**config.mk**
```make
export PLATFORM = sky130hd
export DESIGN_NAME = sign_result_accumulator
export DESIGN_NICKNAME = d
export VERILOG_FILES = /design/src/rtl/sign_result_accumulator.sv
export SDC_FILE = /design/constraint.sdc
export NUM_CORES = 1
export LEC_CHECK = 0
export CAP_MARGIN = 10
export CORE_ASPECT_RATIO = 0.7
export CORE_UTILIZATION = 53
export CTS_BUF_LIST = sky130_fd_sc_hd__clkbuf_16
export DETAILED_ROUTE_END_ITERATION = 7
export GPL_TIMING_DRIVEN = 0
export PLACE_DENSITY = 0.79
export SLEW_MARGIN = 25
export SYNTH_ARGS = -nofsm -noshare
export SYNTH_HDL_FRONTEND = slang
export SYNTH_SLANG_ARGS = --single-unit
export TNS_END_PERCENT = 50
```
**constraint.sdc**
```tcl
create_clock -name Clk -period 8.9 [get_ports Clk]
set_clock_uncertainty 0.2 [all_clocks]
set_input_delay 1.335 -clock Clk [delete_from_list [all_inputs] [get_ports Clk]]
set_output_delay 1.335 -clock Clk [all_outputs]
set_load 0.03 [all_outputs]
```
**src/rtl/sign_result_accumulator.sv**
```systemverilog
// Block-sum reducer for the signed add/sub result stream.
// Saturating wide accumulator with valid/ready on both sides.
//
// Ports:
//   Clk, ResetN       clock, async active-low reset
//   Clear             synchronous abort back to IDLE
//   BlockLength       samples per block (0 treated as 1)
//   InValid/InReady   input handshake, InData signed sample
//   OutValid/OutReady output handshake
//   OutSum            signed saturated block sum
//   OutCount          number of samples summed
//   Saturated         sticky clip flag for the current block
module sign_result_accumulator #(
    parameter int INPUT_BIT_WIDTH = 8,
    parameter int ACC_BIT_WIDTH   = 16,
    parameter int COUNT_BIT_WIDTH = 4
) (
    input  logic                       Clk,
    input  logic                       ResetN,
    input  logic                       Clear,
    input  logic [COUNT_BIT_WIDTH-1:0] BlockLength,
    input  logic                       InValid,
    output logic                       InReady,
    input  logic [INPUT_BIT_WIDTH-1:0] InData,
    output logic                       OutValid,
    input  logic                       OutReady,
    output logic [ACC_BIT_WIDTH-1:0]   OutSum,
    output logic [COUNT_BIT_WIDTH-1:0] OutCount,
    output logic                       Saturated
);

    localparam int IW = INPUT_BIT_WIDTH;
    localparam int AW = ACC_BIT_WIDTH;
    localparam int CW = COUNT_BIT_WIDTH;

    localparam logic [AW-1:0] MAXV = {1'b0, {(AW-1){1'b1}}};
    localparam logic [AW-1:0] MINV = {1'b1, {(AW-1){1'b0}}};

    typedef enum logic [1:0] {
        IDLE  = 2'd0,
        ACCUM = 2'd1,
        HOLD  = 2'd2
    } state_t;

    state_t        state;
    logic [AW-1:0] acc;
    logic [CW-1:0] count;
    logic [CW-1:0] len;
    logic          sat;
    logic          ov;

    logic [AW:0]   base_x;
    logic [AW:0]   data_x;
    logic [AW:0]   sum_x;
    logic          clip;
    logic [AW-1:0] sum_sat;
    logic [CW-1:0] len_eff;
    logic [CW-1:0] count_nxt;

    // One guard bit above the accumulator: the top two bits
    // disagreeing means the true sum left the AW-bit range.
    always_comb begin
        base_x  = '0;
        if (state != IDLE)
            base_x = {acc[AW-1], acc};
        data_x  = {{(AW+1-IW){InData[IW-1]}}, InData};
        sum_x   = base_x + data_x;
        clip    = sum_x[AW] ^ sum_x[AW-1];
        sum_sat = sum_x[AW-1:0];
        if (clip)
            sum_sat = sum_x[AW] ? MINV : MAXV;
    end

    assign len_eff   = (BlockLength == '0) ? CW'(1) : BlockLength;
    assign count_nxt = count + CW'(1);

    assign InReady   = (state != HOLD);
    assign OutValid  = ov;
    assign OutSum    = acc;
    assign OutCount  = count;
    assign Saturated = sat;

    always_ff @(posedge Clk or negedge ResetN) begin
        if (!ResetN) begin
            state <= IDLE;
            acc   <= '0;
            count <= '0;
            len   <= '0;
            sat   <= 1'b0;
            ov    <= 1'b0;
        end else if (Clear) begin
            state <= IDLE;
            acc   <= '0;
            count <= '0;
            len   <= '0;
            sat   <= 1'b0;
            ov    <= 1'b0;
        end else begin
            unique case (state)
                IDLE: begin
                    if (InValid) begin
                        len   <= len_eff;
                        acc   <= sum_sat;
                        count <= CW'(1);
                        sat   <= clip;
                        if (len_eff == CW'(1)) begin
                            state <= HOLD;
                            ov    <= 1'b1;
                        end else begin
                            state <= ACCUM;
                        end
                    end
                end
                ACCUM: begin
                    if (InValid) begin
                        acc   <= sum_sat;
                        count <= count_nxt;
                        sat   <= sat | clip;
                        if (count_nxt == len) begin
                            state <= HOLD;
                            ov    <= 1'b1;
                        end
                    end
                end
                HOLD: begin
                    if (OutReady) begin
                        state <= IDLE;
                        acc   <= '0;
                        count <= '0;
                        sat   <= 1'b0;
                        ov    <= 1'b0;
                    end
                end
                default: begin
                    state <= IDLE;
                    ov    <= 1'b0;
                end
            endcase
        end
    end

endmodule

```
==> impl_metrics.sql, run 1 <==
INSERT INTO impl_metrics (metric_group, metric, value, unit) VALUES
('logic_synthesis', 'postSynthAreaPerCell', '8.63', 'µm²'),
('logic_synthesis', 'synthTopCellsByArea', 'sky130_fd_sc_hd__dfrtp_1 28%, sky130_fd_sc_hd__ha_1 10%, sky130_fd_sc_hd__nor2b_1 4.8%, sky130_fd_sc_hd__a21oi_1 4.4%, sky130_fd_sc_hd__nand2_1 4.2%', ''),
('drt', 'detail-route-antenna-nets', '0', ''),
('critical_path', 'crit_path_max_fanout', '10', ''),
('cts', 'cts_repair_resize_count', '0', ''),
('logic_synthesis', 'synth_edf_count', '0', ''),
('final_layout', 'regArea', '701', 'µm²'),
('drt', 'route.detailed.vias_per_inst', '6.32', ''),
('timing', 'setup_tns', '0', 'ps'),
('drt', 'detail_route.first_pass.iterations', '7', ''),
('logic_synthesis', 'synth_seq_area_share', '28.1', '%'),
('floorplan', 'rows', '20', ''),
('grt', 'number_of_antenna_violations_at_the_first_check_in_global_routing', '0', ''),
('min_path', 'hold_path_class', 'flip-flop to flip-flop', ''),
('power', 'ir_drop_worst_vdd', '0.000194', 'V'),
('critical_path', 'critical_path.most_common_cell', 'sky130_fd_sc_hd__nand4_1', ''),
('drt', 'drt-total-wl', '6590', 'µm'),
('placed_design', 'finalWeightedCongestion', '0.916', ''),
('timing', 'hold_ws', '325', 'ps'),
('final_layout', 'layout-drive-gt1-share', '6.02', '%'),
('floorplan', 'fp.dieArea', '4990', 'µm²'),
('placed_design', 'dp_wirelength', '5000', 'µm'),
('timing', 'rsz0062_at_grt', 'false', ''),
('critical_path', 'critPathArrivalTime', '4110', 'ps'),
('cts', 'cts_tree', 'done', ''),
('final_layout', 'areaGrowthSynthToFinish', '22.4', '%'),
('timing', 'crit_share_post_route', '46.8', '%'),
('min_path', 'hold-path-cell-count', '2', ''),
('critical_path', 'reg2reg_slack', '4940', 'ps'),
('final_layout', 'layout_commonest_cell', 'sky130_fd_sc_hd__clkdlybuf4s50_1', ''),
('timing', 'final.min_clock_period', '4170', 'ps'),
('drt', 'vias', '2446', ''),
('timing', 'final_max_slew_viol_count', '0', ''),
('logic_synthesis', 'synth.distinct_cells', '52', ''),
('cts', 'clock_sinks', '28', ''),
('cts', 'clock_tree.buffer_depth', '2', ''),
('logic_synthesis', 'synth_largest_area_cell', 'sky130_fd_sc_hd__dfrtp_1', ''),
('cts', 'cts_hold_fix_bufs', '0', ''),
('drt', 'number_of_drc_violations_after_detailed_routing', '8', ''),
('cts', 'cts-htree-levels', '1', ''),
('grt', 'globalRouteTotalUtil', '27.3', '%'),
('critical_path', 'crit-reg2reg-launch', 'state[0]', ''),
('critical_path', 'regToRegEndpoint', 'OutSum[6]', ''),
('final_layout', 'postLayoutCellArea', '3050', 'µm²'),
('drt', 'drt_first_iter_violations', '268', ''),
('timing', 'number_of_failing_hold_endpoints_at_the_final_stage', '0', ''),
('min_path', 'holdPathEnd', 'OutValid', ''),
('grt', 'wire_length_of_the_first_global_routing_pass', '10600', 'µm'),
('critical_path', 'crit_path_end_kind', 'flip-flop', ''),
('critical_path', 'worst-endpoint-required', '8840', 'ps'),
('critical_path', 'ff2ff_path_depth', '13', ''),
('logic_synthesis', 'syn-instance-count', '289', ''),
('logic_synthesis', 'synth_flop_cell', 'sky130_fd_sc_hd__dfrtp_1', ''),
('critical_path', 'timing.critical_path.slowest_stage_cell', 'sky130_fd_sc_hd__clkdlybuf4s50_1', ''),
('floorplan', 'start_util', '56.3', '%'),
('flow_run', 'timing.max_cap.violations', '0', ''),
('power', 'static-leakage-power', '0.00133', 'µW'),
('outcome', 'failed_checks', 'design-rule violations', ''),
('cts', 'ctsRootBufferMaster', 'sky130_fd_sc_hd__clkbuf_16', ''),
('cts', 'clock_latency', '260', 'ps'),
('outcome', 'status', 'finished, violations left', ''),
('min_path', 'holdCritStartpoint', 'OutValid', ''),
('power', 'power.density_cell_area', '312', 'nW/µm²'),
('logic_synthesis', 'synthesized_flop_and_latch_total', '28', ''),
('final_layout', 'multi_input_comb_area', '1710', 'µm²'),
('drt', 'wire_per_inst', '17.0', 'µm'),
('critical_path', 'crit_buf_inv', '4', ''),
('logic_synthesis', 'syn-num-nets', '327', ''),
('floorplan', 'die_width', '84.0', 'µm'),
('logic_synthesis', 'top_area_cell_type_share_of_the_netlist_area', '28.1', '%'),
('final_layout', 'layout_common_cells', '38 x sky130_fd_sc_hd__clkdlybuf4s50_1, 28 x sky130_fd_sc_hd__dfrtp_1, 28 x sky130_fd_sc_hd__nand2_1, 22 x sky130_fd_sc_hd__a21oi_1', '');
-- state kept, by name, summed over array words and instances, names as in the netlist --
register,cells
OutCount,4
OutSum,16
OutValid,1
Saturated,1
len,4
state,2
-- worst max path at each step --
stage | endpoint | slack (ps) | from
final | OutSum[8] | 4730 | InData[7]
after global routing | OutSum[6] | 4560 | InData[7]
after CTS | OutSum[8] | 4780 | InData[7]
after detailed placement | OutSum[8] | 4510 | InData[7]
after global placement | OutSum[6] | 4530 | InData[0]
after floorplan | OutSum[6] | 5280 | InData[0]
-- routing by layer --
metal	wire length [µm]	GRT usage [%]	part of all wire (%)	vias up
met5	0	0	0	-
met2	2760	40.3	42	93
met3	448	4.18	6.8	12
li1	-	-	-	1166
met4	83	4.93	1.3	0
met1	3300	42.2	50	1175
-- synthesized netlist by cell type, types with 2 or more instances --
library cell and n:
sky130_fd_sc_hd__or3_1 2, sky130_fd_sc_hd__a221oi_2 2, sky130_fd_sc_hd__nor2_1 18, sky130_fd_sc_hd__o211ai_1 2, sky130_fd_sc_hd__o21ai_0 8, sky130_fd_sc_hd__a221oi_1 3, sky130_fd_sc_hd__xor2_1 6, sky130_fd_sc_hd__a32oi_1 2
sky130_fd_sc_hd__buf_6 2, sky130_fd_sc_hd__a41oi_1 2, sky130_fd_sc_hd__o21a_1 3, sky130_fd_sc_hd__clkbuf_1 7, sky130_fd_sc_hd__a21oi_1 22, sky130_fd_sc_hd__nor2b_1 19, sky130_fd_sc_hd__a22o_1 3, sky130_fd_sc_hd__and2_1 2
sky130_fd_sc_hd__ha_1 20, sky130_fd_sc_hd__and3_1 3, sky130_fd_sc_hd__a31oi_1 4, sky130_fd_sc_hd__nor3_1 3, sky130_fd_sc_hd__mux2i_1 2, sky130_fd_sc_hd__a21o_1 8, sky130_fd_sc_hd__a211oi_1 3, sky130_fd_sc_hd__o311ai_0 4
sky130_fd_sc_hd__nand4_1 14, sky130_fd_sc_hd__xnor2_1 11, sky130_fd_sc_hd__inv_1 6, sky130_fd_sc_hd__nand2_1 28, sky130_fd_sc_hd__nor4_1 4, sky130_fd_sc_hd__nand3_1 20, sky130_fd_sc_hd__nand2b_1 5, sky130_fd_sc_hd__o211a_1 2
sky130_fd_sc_hd__dfrtp_1 28, sky130_fd_sc_hd__buf_2 3
-- through the flow --
stage | setup WS, ps | total power (µW) | util (%) | std cells
floorplan | 5280 | 621 | - | 289
global placement | 4530 | 796 | 66.7 | 383
detailed placement | 4510 | 806 | 66.6 | 383
CTS | 4780 | 945 | 69.0 | 387
global route | 4560 | 1010 | 69.0 | 387
finish | 4730 | 953 | 69.0 | 387
-- where the power goes --
group	total, µW	switching, µW	internal (µW)
sequential	215	41.7	173
clock	136	46.0	89.7
combinational	602	366	236
-- logic make-up (layout without fill, tap and decap cells) --
group	Yosys count	after routing	synth area share [%]
AND/OR/NAND/NOR	127	127	28.2
AO/OA/AOI/OAI	75	75	21.7
flip-flops	28	28	28.1
adder cells (fa/ha/maj)	21	21	10.8
XOR/XNOR	18	18	6.92
buffers and inverters	18	61	3.46
multiplexers	2	2	0.802
-- cell type report --
| class | count | share of cell area, % |
|---|---|---|
| clock inverters | 1 | 0.983 |
| well taps | 55 | 2.25 |
| inverters | 6 | 0.737 |
| repair buffers | 39 | 12.6 |
| multi-input cells | 243 | 55.9 |
| plain buffers | 12 | 2.09 |
| clock buffers | 3 | 2.46 |
| flip-flops and latches | 28 | 22.9 |
-- tightest hold or removal path: cells and delay by family, from the launching register on --
kind            cells  cell delay, ps
simple gates        1             100
compound gates      1              40
flops               1             340
(Power assumes the default switching activity.)
==> inputs of run 2 (changes only) <==
--- a/config.mk
+++ b/config.mk
@@ -7,11 +7,11 @@
 export LEC_CHECK = 0
 export CAP_MARGIN = 10
 export CORE_ASPECT_RATIO = 0.7
-export CORE_UTILIZATION = 53
+export CORE_UTILIZATION = 49
 export CTS_BUF_LIST = sky130_fd_sc_hd__clkbuf_16
 export DETAILED_ROUTE_END_ITERATION = 7
 export GPL_TIMING_DRIVEN = 0
-export PLACE_DENSITY = 0.79
+export PLACE_DENSITY = 0.77
 export SLEW_MARGIN = 25
 export SYNTH_ARGS = -nofsm -noshare
 export SYNTH_HDL_FRONTEND = slang
==> constraint.sdc (replaced) <==
create_clock -name Clk -period 3.8 [get_ports Clk]
set_clock_uncertainty 0.2 [all_clocks]
set_input_delay 0.57 -clock Clk [delete_from_list [all_inputs] [get_ports Clk]]
set_output_delay 0.57 -clock Clk [all_outputs]
set_load 0.03 [all_outputs]
==> run 2 against run 1 <==
  * The flow now finishes without violations
  * Critical path depth is 3 higher
  * Non-clock buffer count stayed put
  * Final cell count is 3.6% higher
  * Critical path type is now flip-flop to flip-flop
  * Critical endpoint is now OutSum[6]
==> impl_metrics.sql, run 2 (same netlist as run 1, synthesis figures left out) <==
INSERT INTO impl_metrics (metric_group, metric, value, unit) VALUES
('outcome', 'status', 'finished, final reports clean', ''),
('final_layout', 'final_cells', '401', ''),
('cts', 'ctsRootBufferMaster', 'sky130_fd_sc_hd__clkbuf_16', ''),
('cts', 'post-cts-setup-buffer-count', '0', ''),
('grt', 'vias_in_the_first_global_route', '2152', ''),
('placed_design', 'post_detailed_placement_cell_area', '2970', 'µm²'),
('grt', 'globalRouteTotalUtil', '25.6', '%'),
('cts', 'clk_transition_reported_paths', '70', 'ps'),
('cts', 'cts-htree-levels', '1', ''),
('placed_design', 'placed_cells_incl_taps', '397', ''),
('drt', 'drt_first_iter_violations', '299', ''),
('timing', 'rsz0062_at_grt', 'false', ''),
('timing', 'final_max_slew_viol_count', '0', ''),
('final_layout', 'antenna_cells_inserted', '0', ''),
('final_layout', 'largest_register_ffs', '16', ''),
('cts', 'clock_tree.buffer_depth', '2', ''),
('critical_path', 'critPathArrivalTime', '3480', 'ps'),
('timing', 'crit_share_post_route', '93.0', '%'),
('floorplan', 'fp.dieArea', '5390', 'µm²'),
('drt', 'vias', '2438', ''),
('critical_path', 'timing.critical_path.from', 'state[0]', ''),
('floorplan', 'die_height', '61.7', 'µm'),
('flow_run', 'timing.max_cap.violations', '0', ''),
('placed_design', 'port_buffers', '39', ''),
('final_layout', 'number_of_nets_at_the_end_of_the_flow', '371', ''),
('floorplan', 'die_width', '87.3', 'µm'),
('floorplan', 'ioPinCount', '40', ''),
('timing', 'number_of_failing_hold_endpoints_at_the_final_stage', '0', ''),
('drt', 'detail_route.first_pass.iterations', '4', ''),
('timing', 'fmax', '283', 'MHz'),
('power', 'static-leakage-power', '0.00132', 'µW'),
('cts', 'clock_latency', '260', 'ps'),
('timing', 'tightest_slew', '724', 'ps'),
('power', 'ir_drop_worst_vdd', '0.000397', 'V'),
('final_layout', 'areaGrowthSynthToFinish', '23.2', '%'),
('placed_design', 'finalWeightedCongestion', '0.833', ''),
('grt', 'total_grt_overflow', '0', ''),
('grt', 'wire_length_of_the_first_global_routing_pass', '10600', 'µm'),
('drt', 'wire_per_inst', '16.4', 'µm'),
('floorplan', 'start_util', '51.6', '%'),
('power', 'power.density_cell_area', '708', 'nW/µm²'),
('timing', 'worst_slew_margin_rel', '51.6', '%'),
('critical_path', 'crit_path_max_fanout', '10', ''),
('grt', 'number_of_antenna_violations_at_the_first_check_in_global_routing', '0', ''),
('placed_design', 'dp_wirelength', '4940', 'µm'),
('drt', 'number_of_drc_violations_after_detailed_routing', '0', ''),
('timing', 'final_setup_violating_endpoints', '0', ''),
('critical_path', 'worst-endpoint-required', '3740', 'ps'),
('timing', 'final.min_clock_period', '3530', 'ps'),
('drt', 'route.detailed.vias_per_inst', '6.08', ''),
('cts', 'cts_hold_fix_bufs', '0', ''),
('critical_path', 'crit-reg2reg-launch', 'state[0]', ''),
('cts', 'cts_tree', 'done', ''),
('final_layout', 'layout_common_cells', '38 x sky130_fd_sc_hd__clkdlybuf4s50_1, 28 x sky130_fd_sc_hd__dfrtp_1, 28 x sky130_fd_sc_hd__nand2_1, 21 x sky130_fd_sc_hd__a21oi_1, 20 x sky130_fd_sc_hd__nand3_1', ''),
('cts', 'numCtsBuffers', '3', ''),
('final_layout', 'layout_commonest_cell', 'sky130_fd_sc_hd__clkdlybuf4s50_1', ''),
('cts', 'clock_sinks', '28', ''),
('drt', 'drt-total-wl', '6570', 'µm'),
('floorplan', 'core_region_area', '4830', 'µm²'),
('critical_path', 'setup.worst_path.class', 'flip-flop to flip-flop', ''),
('floorplan', 'rows', '21', ''),
('critical_path', 'ff2ff_path_depth', '13', ''),
('critical_path', 'startpoint_type', 'flip-flop', ''),
('grt', 'grt_start_max_net_pins', '29', ''),
('critical_path', 'crit_path_end_kind', 'flip-flop', ''),
('final_layout', 'postLayoutCellArea', '3070', 'µm²'),
('drt', 'detail-route-antenna-nets', '0', ''),
('final_layout', 'layout-drive-gt1-share', '7.23', '%'),
('min_path', 'hold_path_class', 'input pin to async pin', '');
==> run 2: per-stage QoR <==
step           utilization [%]  hold slack [ps]  power [µW]  setup TNS (ps)  setup slack (ps)
5_1_grt                   63.6              180        2330               0              30.0
4_1_cts                   63.0              148        2140               0               117
2_1_floorplan                -             74.4        1450               0               468
3_3_place_gp              61.5              314        1870           -55.9             -42.7
3_5_place_dp              61.4              306        1890           -94.8             -38.5
6_report                  63.6              126        2180               0               265
==> run 2: report_power, final <==
| group | internal, µW | switching (µW) | leakage, µW |
|---|---|---|---|
| logic | 569 | 866 | 0.000910 |
| registers | 405 | 96.0 | 0.000373 |
| clock network | 141 | 98.5 | 0.0000385 |
==> run 2: routing by layer <==
layer | share of wire [%] | routed length [µm] | global-route usage, % | vias up
met2 | 41 | 2670 | 35.7 | 100
met3 | 6.4 | 419 | 5.02 | 6
met1 | 52 | 3420 | 40.3 | 1166
li1 | - | - | - | 1166
met5 | 0 | 0 | 0 | -
met4 | 0.76 | 50 | 5.39 | 0
==> run 2: layout make-up <==
type / instances / area, µm²
fillers: 448 / 1760
multi-input cells: 243 / 1730
flip-flops and latches: 28 / 701
repair buffers: 39 / 385
well taps: 69 / 86.3
clock buffers: 3 / 75.1
plain buffers: 12 / 68.8
inverters: 6 / 22.5
clock inverters: 1 / 3.75
==> run 2: what timing repair did <==
item	CTS	global route
setup endpoints to repair	5	16
resized for setup	2	6
gates cloned	0	0
==> run 2: path summary, 6_finish.rpt <==
kind / endpoint / slack [ps]
worst min-delay path: OutCount[1] / 130
min in group Clk: OutSum[0] / 330
worst max-delay path: OutSum[6] / 270
max in group asynchronous: OutSum[11] / 2860
worst min register to register: OutSum[0] / 330
worst max register to register: OutSum[6] / 270
==> run 2: critical path: stages (launching register included) <==
cell and delay, ps:
sky130_fd_sc_hd__dfrtp_1 380, sky130_fd_sc_hd__inv_1 100, sky130_fd_sc_hd__ha_2 250, sky130_fd_sc_hd__clkbuf_4 230
sky130_fd_sc_hd__nor2b_1 60, sky130_fd_sc_hd__ha_1 210, sky130_fd_sc_hd__fa_1 410, sky130_fd_sc_hd__a21o_1 230
sky130_fd_sc_hd__a221oi_4 350, sky130_fd_sc_hd__o211a_1 280, sky130_fd_sc_hd__o22ai_4 140, sky130_fd_sc_hd__buf_2 220
sky130_fd_sc_hd__a221oi_2 250, sky130_fd_sc_hd__nand3_1 90
==> inputs of run 3 (changes only) <==
==> constraint.sdc (replaced) <==
create_clock -name Clk -period 3.8 [get_ports Clk]
set_clock_uncertainty 0.2 [all_clocks]
set_input_delay 0.57 -clock Clk [delete_from_list [all_inputs] [get_ports Clk]]
set_output_delay 0.57 -clock Clk [all_outputs]
set_load 0.05 [all_outputs]
==> results of run 3 <==
The final DEF is identical to that of run 2. Status: finished, final reports clean.
Main changes from that run: total power 2180 µW -> 2320 µW; worst IR drop on VDD 0.000397 V -> 0.000465 V
